**config.mk**
```make
export PLATFORM = sky130hd
export DESIGN_NAME = move_drain_arbiter
export DESIGN_NICKNAME = d
export VERILOG_FILES = /design/src/rtl/move_drain_arbiter.sv
export SDC_FILE = /design/constraint.sdc
export NUM_CORES = 1
export LEC_CHECK = 0
export BUFFER_PORTS_ARGS = -buffer_cell sky130_fd_sc_hd__buf_4
export CORE_MARGIN = 5
export CORE_UTILIZATION = 42
export DETAILED_ROUTE_END_ITERATION = 7
export GPL_TIMING_DRIVEN = 0
export HOLD_SLACK_MARGIN = 0.06
export PLACE_DENSITY_LB_ADDON = 0.15
export SYNTH_ARGS = -nofsm -noshare
export SYNTH_HDL_FRONTEND = slang
export SYNTH_SLANG_ARGS = --single-unit
export TNS_END_PERCENT = 30
```
**constraint.sdc**
```tcl
create_clock -name clk -period 1.5 [get_ports clk]
set_input_delay 0.3 -clock clk [delete_from_list [all_inputs] [get_ports clk]]
set_output_delay 0.3 -clock clk [all_outputs]
set_load 0.02 [all_outputs]
```
**src/rtl/move_drain_arbiter.sv**
```systemverilog
// Round-robin drain of local move stacks into global move storage over valid/ready.
// Optional MOVE_NULL_FILTER_EN: captured 16'h0000 moves are dropped instead of forwarded.
`timescale 1ns/1ps
module move_drain_arbiter #(
    parameter int unsigned NUM_SRC = 4,
    parameter int unsigned SRC_W   = 2,
    parameter int unsigned RD_LAT  = 2
) (
    input  logic                    clk,
    input  logic                    rst,
    input  logic                    drain_en,
    input  logic [NUM_SRC-1:0]      src_busy,
    input  logic [NUM_SRC-1:0]      src_empty,
    input  logic [16*NUM_SRC-1:0]   src_move,
    output logic [NUM_SRC-1:0]      src_read,
    output logic                    move_valid,
    input  logic                    move_ready,
    output logic [15:0]             move_data,
    output logic [SRC_W-1:0]        move_src,
    output logic                    drain_done,
    output logic [15:0]             move_count
);

    typedef enum logic [1:0] {SCAN, POP, WAIT, HOLD} state_e;

    state_e            state_q, state_d;
    logic [SRC_W-1:0]  rr_q, rr_d;
    logic [SRC_W-1:0]  sel_q, sel_d;
    logic [1:0]        cnt_q, cnt_d;
    logic [15:0]       move_data_q, move_data_d;
    logic [SRC_W-1:0]  move_src_q, move_src_d;
    logic              move_valid_q, move_valid_d;
    logic [15:0]       move_count_q, move_count_d;

    logic [NUM_SRC-1:0] elig;
    logic [SRC_W-1:0]   pick;
    logic               found;
    logic [SRC_W:0]     scan_idx;
    logic [15:0]        cap_move;
    logic [SRC_W-1:0]   sel_inc;
    logic               keep;

    always_comb begin
        elig = ~src_empty & ~src_busy;
    end

    // First eligible stack at or after the rr pointer, wrapping modulo NUM_SRC.
    always_comb begin
        pick     = '0;
        found    = 1'b0;
        scan_idx = '0;
        for (int unsigned k = 0; k < NUM_SRC; k++) begin
            scan_idx = {1'b0, rr_q} + (SRC_W+1)'(k);
            if (scan_idx >= (SRC_W+1)'(NUM_SRC)) begin
                scan_idx = scan_idx - (SRC_W+1)'(NUM_SRC);
            end
            if (!found && elig[scan_idx[SRC_W-1:0]]) begin
                found = 1'b1;
                pick  = scan_idx[SRC_W-1:0];
            end
        end
    end

    always_comb begin
        cap_move = '0;
        for (int unsigned i = 0; i < NUM_SRC; i++) begin
            if (sel_q == SRC_W'(i)) begin
                cap_move = src_move[16*i +: 16];
            end
        end
    end

    always_comb begin
        sel_inc = (sel_q == SRC_W'(NUM_SRC-1)) ? '0 : sel_q + SRC_W'(1);
        keep    = 1'b1;
`ifdef MOVE_NULL_FILTER_EN
        keep    = (cap_move != 16'h0000);
`endif
    end

    always_comb begin
        state_d      = state_q;
        rr_d         = rr_q;
        sel_d        = sel_q;
        cnt_d        = cnt_q;
        move_data_d  = move_data_q;
        move_src_d   = move_src_q;
        move_valid_d = move_valid_q;
        move_count_d = move_count_q;
        src_read     = '0;
        case (state_q)
            SCAN: begin
                if (drain_en && found) begin
                    sel_d   = pick;
                    state_d = POP;
                end
            end
            POP: begin
                src_read[sel_q] = 1'b1;
                cnt_d           = 2'(RD_LAT);
                state_d         = WAIT;
            end
            WAIT: begin
                cnt_d = cnt_q - 2'd1;
                // cnt_q==1 is the cycle the counter reaches zero and move_out is valid
                if (cnt_q == 2'd1) begin
                    if (keep) begin
                        move_data_d  = cap_move;
                        move_src_d   = sel_q;
                        move_valid_d = 1'b1;
                        state_d      = HOLD;
                    end else begin
                        rr_d    = sel_inc;
                        state_d = SCAN;
                    end
                end
            end
            HOLD: begin
                if (move_ready) begin
                    move_valid_d = 1'b0;
                    move_count_d = move_count_q + 16'd1;
                    rr_d         = sel_inc;
                    state_d      = SCAN;
                end
            end
            default: state_d = SCAN;
        endcase
    end

    always_ff @(posedge clk or negedge rst) begin
        if (!rst) begin
            state_q      <= SCAN;
            rr_q         <= '0;
            sel_q        <= '0;
            cnt_q        <= '0;
            move_data_q  <= '0;
            move_src_q   <= '0;
            move_valid_q <= 1'b0;
            move_count_q <= '0;
        end else begin
            state_q      <= state_d;
            rr_q         <= rr_d;
            sel_q        <= sel_d;
            cnt_q        <= cnt_d;
            move_data_q  <= move_data_d;
            move_src_q   <= move_src_d;
            move_valid_q <= move_valid_d;
            move_count_q <= move_count_d;
        end
    end

    assign move_valid = move_valid_q;
    assign move_data  = move_data_q;
    assign move_src   = move_src_q;
    assign move_count = move_count_q;
    assign drain_done = drain_en && (state_q == SCAN) && (&src_empty);

endmodule

```
==> results of run 1 <==
## per-stage QoR
step | cell area [um^2] | utilization | hold WS (ns)
finish | 3960 | 0.681 | 0.264
floorplan | 2490 | - | 0.00441
global placement | 3450 | 0.593 | 0.328
global route | 3960 | 0.681 | 0.248
CTS | 3820 | 0.656 | 0.249
detailed placement | 3450 | 0.593 | 0.333
## worst max-delay path, stage by stage, from the launching register on
cell and delay, ns:
dfrtp_2 0.49, inv_4 0.07, ha_4 0.17, clkbuf_16 0.14, and2_4 0.13, buf_6 0.12
## how the worst max path moves through the flow
stage	startpoint	end	slack, ns
floorplan	sel_q[1]	move_data[12]	-0.07
global placement	state_q[0]	move_data[2]	-0.34
detailed placement	state_q[0]	move_data[8]	-0.37
CTS	sel_q[0]	src_read[1]	-0.25
global route	sel_q[0]	move_data[13]	-0.28
finish	sel_q[0]	src_read[2]	-0.22
## metal layers
metal / up-vias / wire (um) / track usage
li1: 1220 / - / -
met5: - / 0 / 0
met2: 99 / 3880 / 0.360
met1: 1198 / 3150 / 0.245
met3: 4 / 625 / 0.0504
met4: 0 / 45 / 0.0453
## flip-flops by register name (all words and copies together) (netlist names)
| name | count |
|---|---|
| move_count | 16 |
| move_data | 16 |
| cnt_q | 2 |
| move_src | 2 |
| rr_q | 2 |
| sel_q | 2 |
| state_q | 2 |
| move_valid | 1 |
## cell families after synthesis
family	synth area share
and+or+nand+nor	0.171
AOI/OAI and AO/OA	0.193
muxes	0.0268
buffers and inverters	0.0643
xor gates and xnor gates	0.0532
DFF	0.435
adders and majority gates	0.0557
## report_power, final
| part | leakage (nW) | internal (mW) | switching, mW |
|---|---|---|---|
| combinational | 1.35 | 2.07 | 2.00 |
| clock | 0.0581 | 0.496 | 0.412 |
| sequential | 0.527 | 1.60 | 0.388 |
## timing repair
| action | in CTS | in global routing |
|---|---|---|
| gates resized for setup | 44 | 29 |
| buffers inserted | 11 | 5 |
| hold endpoints to repair | 43 | 0 |
| cloned | 0 | 1 |
| pin swaps | 3 | 17 |
| hold buffers | 1 | 0 |
| endpoints found under the setup margin | 30 | 29 |
## cell type report
class / instances / area (um^2)
clock buffer: 5 / 68.8
tap: 75 / 93.8
clock inverter: 3 / 43.8
timing repair buffer: 133 / 1020
multi-input combinational: 185 / 1410
sequential: 43 / 1080
buffer: 12 / 139
inverter: 25 / 96.3
fill: 470 / 1860
## placed cells by master (no fill, tap or decap), types with 6 or more instances in the layout
cell / n
a211o_1: 16
a221oi_1: 8
a221oi_2: 7
a31oi_1: 14
buf_4: 128
buf_6: 8
clkbuf_8: 6
dfrtp_1: 37
dfrtp_2: 6
inv_1: 21
nand2_1: 34
nor2_1: 25
o21ai_0: 7
xnor2_1: 12
==> metrics.txt, run 1 <==
post-detail-place hpwl about 5.5 mm; drt total wl roughly 7.7 mm; Commonest cells post-synth dfrtp_1 (43), nand2_1 (34), inv_1 (25), nor2_1 (25); post-synth top area cell dfrtp_1; Synthesized Nets roughly 360; Yosys reg bits 43; power density cells 1760 nW/um^2; worst min path class in2reg; R2R Path Start sel_q[0]; die height 86.7 um; 1st-iter DRT viols 87; Synth area leaders dfrtp_1 (44%), a211o_1 (5.7%), ha_1 (5.6%); Distinct cells, synth 37; initial antenna violation count 0; Worst R2R End move_data[13]; width of the chip between 80 and 90 um; post-route ant nets 0; vias in the first global route ~2500; cell area after synthesis ~2500 um^2; Final Wtd Congestion approximately 0.85; Port Buffers roughly 120; H-tree level count 2; vias per inst 5.24; CP Max Fanout 5; Setup-failing EPs final 25; All-Layer GR Usage 0.202; crit path time final 1.72 ns; type of element capturing the critical path primary output; RSZ-0062 raised after global routing true; CP required between 1 and 1.5 ns; CTS root buf clkbuf_8; Worst-Margin Slew ~0.56 ns; R2R setup slack -0.17 ns; DRT Pass-1 Iters 4; post-synthesis cell count around 270; Post-synth EDFFs 0; CTS clk-pin slew, worst paths about 0.090 ns; top cell type's share of synthesized area 0.435; Worst Hold End move_data[10]; Longest Clk Path Bufs 2; Place WS -0.366 ns; largest net degree at the start of global routing 44; fin nets between 400 and 500; Ant. Diodes 0; failing checks negative setup slack; skew final between 0.01 and 0.015 ns; later-pin clock latency in the skew report slightly below 0.3 ns; Starting Density 0.425; Overflow after GRT 0; Die ar. between 7000 and 8000 um^2; post-synthesis sequential area ratio 0.435; Synth async-reset ratio 1.00; Avg Inst Size Synth ~9 um^2; CP Launch Type flop; post-route setup slack -0.217 ns; Slew HR 0.627; arrival time worst endpoint approximately 1.4 ns; total leakage power between 1.5 and 2 nW; row count 28; CTS tree built; DR WL/cell ~16 um; via count about 2500; Post-Layout Cell Count around 480; YS warnings 0; Cells after DPL between 400 and 500; commonest register cell after synthesis dfrtp_1; layout cell share with drive strength beyond 1 0.488; drc violations 0; final hold vios 0; CTS Buf Count 5; clk sinks 43; Final Max Tran Viols 0; I/O pin count around 120; Core Region between 5000 and 6000 um^2; max-cap violations 0; most common cell in the netlist dfrtp_1; critical hold path startpoint src_move[58]; Crit Path Category reg2out; R2R cell count 7; Final Cycle Share 1.14; area grow syn2layout 60.3%; worst vdd ir ~0.0011 V; Hold Path Cell Cnt 3; global-route wire length before repair roughly 12 mm; Design Power 6.97 mW; final setup TNS -3.21 ns; status finished, violations left; f_max about 0.58 GHz
(Power assumes the default switching activity.)
==> run 2, diff against run 1 <==
--- a/config.mk
+++ b/config.mk
@@ -5,13 +5,15 @@
 export SDC_FILE = /design/constraint.sdc
 export NUM_CORES = 1
 export LEC_CHECK = 0
-export BUFFER_PORTS_ARGS = -buffer_cell sky130_fd_sc_hd__buf_4
+export BUFFER_PORTS_ARGS = -buffer_cell sky130_fd_sc_hd__clkbuf_2
 export CORE_MARGIN = 5
 export CORE_UTILIZATION = 42
+export CTS_BUF_LIST = sky130_fd_sc_hd__clkbuf_8 sky130_fd_sc_hd__clkbuf_16
 export DETAILED_ROUTE_END_ITERATION = 7
 export GPL_TIMING_DRIVEN = 0
 export HOLD_SLACK_MARGIN = 0.06
 export PLACE_DENSITY_LB_ADDON = 0.15
+export SKIP_CTS_REPAIR_TIMING = 1
 export SYNTH_ARGS = -nofsm -noshare
 export SYNTH_HDL_FRONTEND = slang
 export SYNTH_SLANG_ARGS = --single-unit
==> metrics.txt, run 2 (same netlist as run 1, synthesis figures left out) <==
# fillers 530 (was 470); area grow syn2layout 41.7% (was 60.3%); worst min path class in2async (was in2reg); CP Max Fanout 6 (was 5); via count 2498 (was 2521); DR WL/cell 14.6 um (was 16.0 um); Comb pwr share 0.573 (was 0.585); Cells after DPL 458 (unchanged); Clock Power Share 0.115 (was 0.130); layout cell share with drive strength beyond 1 0.437 (was 0.488); RSZ-0062 raised after global routing true (unchanged); Die ar. 7520 um^2 (unchanged); post-detail-place hpwl 5.35 mm (was 5.54 mm); type of element capturing the critical path primary output (unchanged); die height 86.7 um (unchanged); initial antenna violation count 0 (unchanged); total leakage power 1.80 nW (was 1.94 nW); Crit Path Category reg2out (unchanged); H-tree level count 2 (unchanged); arrival time worst endpoint 1.48 ns (was 1.42 ns); vias in the first global route 2395 (was 2478); failing checks negative setup slack (unchanged); status finished, violations left (unchanged); I/O pin count 116 (unchanged); CTS tree built (unchanged); DP Area 3160 um^2 (was 3450 um^2); Worst-Margin Slew 1.07 ns (was 0.560 ns); Final Max Tran Viols 0 (unchanged); later-pin clock latency in the skew report 0.29 ns (about the same); global-route wire length before repair 10.9 mm (was 12.2 mm); Place WS -0.357 ns (was -0.366 ns); fin nets 491 (was 492); largest net degree at the start of global routing 44 (unchanged); P_sw 2.63 mW (was 2.80 mW); worst vdd ir 0.000933 V (was 0.00110 V); All-Layer GR Usage 0.183 (was 0.202); drt total wl 7.00 mm (was 7.70 mm); Slew HR 0.286 (was 0.627); CP Launch Type flop (unchanged); CTS Buf Count 5 (unchanged); CP required 1.20 ns (about the same); Pint 3.59 mW (was 4.17 mW); f_max 0.561 GHz (was 0.582 GHz); post-route setup slack -0.282 ns (was -0.217 ns); final setup TNS -4.21 ns (was -3.21 ns); Ant. Diodes 0 (unchanged); Final Wtd Congestion 0.868 (was 0.849); Final Cycle Share 1.19 (was 1.14); Starting Density 0.425 (unchanged); most frequent cells in the layout clkbuf_2 (111), dfrtp_1 (40), nand2_1 (34) (was buf_4 (128), dfrtp_1 (37), nand2_1 (34)); CTS clk-pin slew, worst paths 0.08 ns (was 0.09 ns); CTS root buf clkbuf_8 (unchanged); final hold vios 0 (unchanged); drc violations 0 (unchanged); Post-Layout Cell Count 480 (was 481); post-route ant nets 0 (unchanged); width of the chip 86.7 um (unchanged); post-route cell area 3500 um^2 (was 3960 um^2); Setup-failing EPs final 29 (was 25); sw frac 0.423 (was 0.402); Hold WS 0.174 ns (was 0.264 ns); DRT Pass-1 Iters 4 (unchanged); clk sinks 43 (unchanged); Overflow after GRT 0 (unchanged); row count 28 (unchanged); vias per inst 5.20 (was 5.24); Port Buffers 115 (unchanged); R2R cell count 8 (was 7); register share of total power 0.312 (was 0.285); crit path time final 1.78 ns (was 1.72 ns); Core Region 5820 um^2 (unchanged); most common cell after layout, fill and taps aside clkbuf_2 (was buf_4); power density cells 1770 nW/um^2 (was 1760 nW/um^2); Longest Clk Path Bufs 2 (unchanged); skew final 0.00688 ns (was 0.0122 ns); 1st-iter DRT viols 79 (was 87); max-cap violations 0 (unchanged)
==> run 2: cell count changes in the layout (fill, tap and decap cells not counted), sizes merged <==
cell | before | now
clkbuf | 11 | 120
dlygate4sd3 | 1 | 0
clkinv | 2 | 1
clkinvlp | 0 | 1
bufinv | 1 | 0
buf | 138 | 29
inv | 25 | 26
==> run 2: path summary, 6_finish.rpt <==
path,slack [ns],start,end
setup / recovery,-0.28,sel_q[1],src_read[1]
hold / removal,0.17,rst,move_data[1]
setup reg to reg,-0.21,sel_q[1],move_data[12]
hold reg to reg,0.47,move_count[15],move_count[15]
max in group asynchronous,0.58,rst,sel_q[0]
min in group clk,0.24,src_move[60],move_data[12]
==> run 2: through the flow <==
step	utilization	power [mW]
2_1_floorplan	-	4.05
3_3_place_gp	0.543	4.95
3_5_place_dp	0.543	5.02
4_1_cts	0.558	5.75
5_1_grt	0.602	6.71
6_report	0.602	6.22
==> run 2: worst max-delay path, cell delays in order, from the launching register on <==
cell	delay [ns]
dfrtp_1	0.44
inv_2	0.08
ha_4	0.16
buf_8	0.13
buf_8	0.12
and2_4	0.13
buf_6	0.12
==> run 2: power by group through the flow <==
| stage | logic [mW] | clock network (mW) | registers (mW) |
|---|---|---|---|
| 4_1_cts | 3.08 | 0.745 | 1.92 |
| 5_1_grt | 3.93 | 0.786 | 2.00 |
| 3_3_place_gp | 3.02 | 0 | 1.93 |
| 2_1_floorplan | 1.77 | 0 | 2.28 |
| 6_report | 3.56 | 0.717 | 1.94 |
| 3_5_place_dp | 3.08 | 0 | 1.94 |
==> run 2: metal layers <==
metal	GRT usage	vias to the layer above	share of wire
met4	0.0524	0	0.014
met3	0.0409	9	0.096
met1	0.230	1158	0.41
met5	0	-	0
met2	0.313	112	0.48
li1	-	1219	-
==> run 2: layout make-up <==
type,count,area (um^2),share of cell area
Inverter,25,93.8,0.0268
Tap cell,75,93.8,0.0268
Buffer,13,116,0.0332
Sequential cell,43,1080,0.308
Clock inverter,3,16.3,0.00464
Clock buffer,5,68.8,0.0196
Timing Repair Buffer,131,734,0.210
Multi-Input combinational cell,185,1300,0.371
==> run 3, diff against run 2 <==
--- a/config.mk
+++ b/config.mk
@@ -13,6 +13,7 @@
 export GPL_TIMING_DRIVEN = 0
 export HOLD_SLACK_MARGIN = 0.06
 export PLACE_DENSITY_LB_ADDON = 0.15
+export SETUP_SLACK_MARGIN = 0.5
 export SKIP_CTS_REPAIR_TIMING = 1
 export SYNTH_ARGS = -nofsm -noshare
 export SYNTH_HDL_FRONTEND = slang
==> metrics.txt, run 3 (same netlist as run 1, synthesis figures left out) <==
Longest Clk Path Bufs 2 (unchanged); CP most frequent cell buf_6 (was buf_8); Final Cycle Share 1.18 (was 1.19); Core Region 5820 um^2 (unchanged); total leakage power 1.96 nW (was 1.80 nW); Worst path top cell family by delay flip-flops (was buffers and inverters); Final Max Tran Viols 0 (unchanged); R2R setup slack -0.24 ns (was -0.21 ns); Cell Chain, Critical Path inv_2 > ha_4 > buf_6 > buf_8 > and2_4 > buf_6 (was inv_2 > ha_4 > buf_8 > buf_8 > and2_4 > buf_6); CP Max Fanout 5 (was 6); vias in the first global route 2326 (was 2395); worst vdd ir 0.00102 V (was 0.000933 V); drt total wl 7.66 mm (was 7.00 mm); sw frac 0.391 (was 0.423); clk sinks 43 (unchanged); CP endpoint src_read[2] (was src_read[1]); largest net degree at the start of global routing 44 (unchanged); post-route setup slack -0.273 ns (was -0.282 ns); arrival time worst endpoint 1.47 ns (was 1.48 ns); max-cap violations 0 (unchanged); crit-path max cell delay 0.46 ns (was 0.44 ns); type of element capturing the critical path primary output (unchanged); via count 2565 (was 2498); CTS root buf clkbuf_8 (unchanged); final hold vios 0 (unchanged); later-pin clock latency in the skew report 0.30 ns (was 0.29 ns); Ant. Diodes 0 (unchanged); die height 86.7 um (unchanged); CTS Buf Count 5 (unchanged); R2R cell count 8 (unchanged); status finished, violations left (unchanged); # fillers 462 (was 530); post-detail-place hpwl 5.40 mm (was 5.35 mm); initial antenna violation count 0 (unchanged); skew final 0.00831 ns (was 0.00688 ns); drc violations 0 (unchanged); Port Buffers 115 (unchanged); Place WS -0.396 ns (was -0.357 ns); final setup TNS -4.68 ns (was -4.21 ns); most frequent cells in the layout clkbuf_2 (76), buf_6 (40), dfrtp_1 (32) (was clkbuf_2 (111), dfrtp_1 (40), nand2_1 (34)); crit path time final 1.77 ns (was 1.78 ns); Pint 4.56 mW (was 3.59 mW); vias per inst 5.25 (was 5.20); CP Depth 6 (unchanged); All-Layer GR Usage 0.185 (was 0.183); Die ar. 7520 um^2 (unchanged); DRT Pass-1 Iters 4 (unchanged); fin nets 500 (was 491); most common cell after layout, fill and taps aside clkbuf_2 (unchanged); register share of total power 0.277 (was 0.312); CP bufs+invs 4 (unchanged); 1st-iter DRT viols 85 (was 79); CTS tree built (unchanged); final core occ 0.684 (was 0.602); CTS clk-pin slew, worst paths 0.09 ns (was 0.08 ns); CP Launch Type flop (unchanged); CP required 1.20 ns (about the same); DR WL/cell 15.7 um (was 14.6 um); Slew HR 0.596 (was 0.286); P_sw 2.93 mW (was 2.63 mW); layout cell share with drive strength beyond 1 0.512 (was 0.437); failing checks negative setup slack (unchanged); power density cells 1880 nW/um^2 (was 1770 nW/um^2); Worst-Margin Slew 0.606 ns (was 1.07 ns); Setup-failing EPs final 27 (was 29); highest-delay cell along the critical path dfrtp_2 (was dfrtp_1); post-route ant nets 0 (unchanged); Starting Density 0.425 (unchanged); I/O pin count 116 (unchanged); Worst R2R End move_data[12] (unchanged); Design Power 7.49 mW (was 6.22 mW); Overflow after GRT 0 (unchanged); Crit Path Category reg2out (unchanged); Clock Power Share 0.143 (was 0.115); worst min path class in2async (unchanged); Critical path origin sel_q[0] (was sel_q[1]); width of the chip 86.7 um (unchanged); R2R Path Start sel_q[1] (unchanged); H-tree level count 2 (unchanged); f_max 0.564 GHz (was 0.561 GHz); area grow syn2layout 61.0% (was 41.7%); RSZ-0062 raised after global routing true (unchanged); Final Wtd Congestion 0.806 (was 0.868); global-route wire length before repair 11.1 mm (was 10.9 mm); Comb pwr share 0.580 (was 0.573); row count 28 (unchanged)
==> run 3: cell types whose count changed in the layout (fill, tap and decap cells not counted), sizes merged <==
cell,previous run,this run
buf,29,72
clkbuf,120,86
bufinv,0,2
clkinv,1,0
clkinvlp,1,0
==> run 3: power by group through the flow <==
stage	clock network [mW]	logic (mW)	registers [mW]
CTS	1.10	3.13	1.94
global placement	0	3.10	1.94
finish	1.07	4.35	2.07
floorplan	0	1.83	2.29
global route	1.15	4.71	2.14
detailed placement	0	3.12	1.96
==> run 3: cell type report <==
class	count	area, um^2	area share
clock inverters	3	63.8	0.0160
repair buffers	138	971	0.244
well taps	75	93.8	0.0236
multi-input cells	185	1440	0.361
inverters	25	98.8	0.0249
flip-flops and latches	43	1090	0.274
plain buffers	15	154	0.0387
clock buffers	5	68.8	0.0173
==> run 3: how the worst min path moves through the flow <==
stage                    from             end  slack (ns)  depth (start not counted)
2_1_floorplan             rst        cnt_q[0]       0.004                          0
3_3_place_gp   move_count[15]  move_count[15]        0.47                          1
3_5_place_dp   move_count[15]  move_count[15]        0.47                          1
4_1_cts          src_move[63]   move_data[15]        0.22                          3
5_1_grt                   rst    move_data[2]        0.07                          1
6_report                  rst    move_data[2]        0.02                          1
==> run 3: worst register-to-register path: cells and delay by family, from the launching register on <==
family	cells	cell delay (ns)
buffers and inverters	4	0.48
DFF	1	0.45
AOI/OAI and AO/OA	3	0.54
adders and majority gates	1	0.16
==> run 3: layer usage <==
| metal | GRT usage | share of wire | up-vias |
|---|---|---|---|
| met3 | 0.0466 | 0.079 | 5 |
| met5 | 0 | 0 | - |
| met4 | 0.0496 | 0.0080 | 0 |
| met2 | 0.316 | 0.51 | 105 |
| li1 | - | - | 1236 |
| met1 | 0.233 | 0.40 | 1219 |
==> run 3: through the flow <==
stage	instance area [um^2]	std cells	hold slack, ns
after floorplan	2530	268	0.00441
after CTS	3330	466	0.221
after global placement	3200	458	0.466
final	3980	489	0.0173
after detailed placement	3200	458	0.470
after global routing	3980	489	0.0748
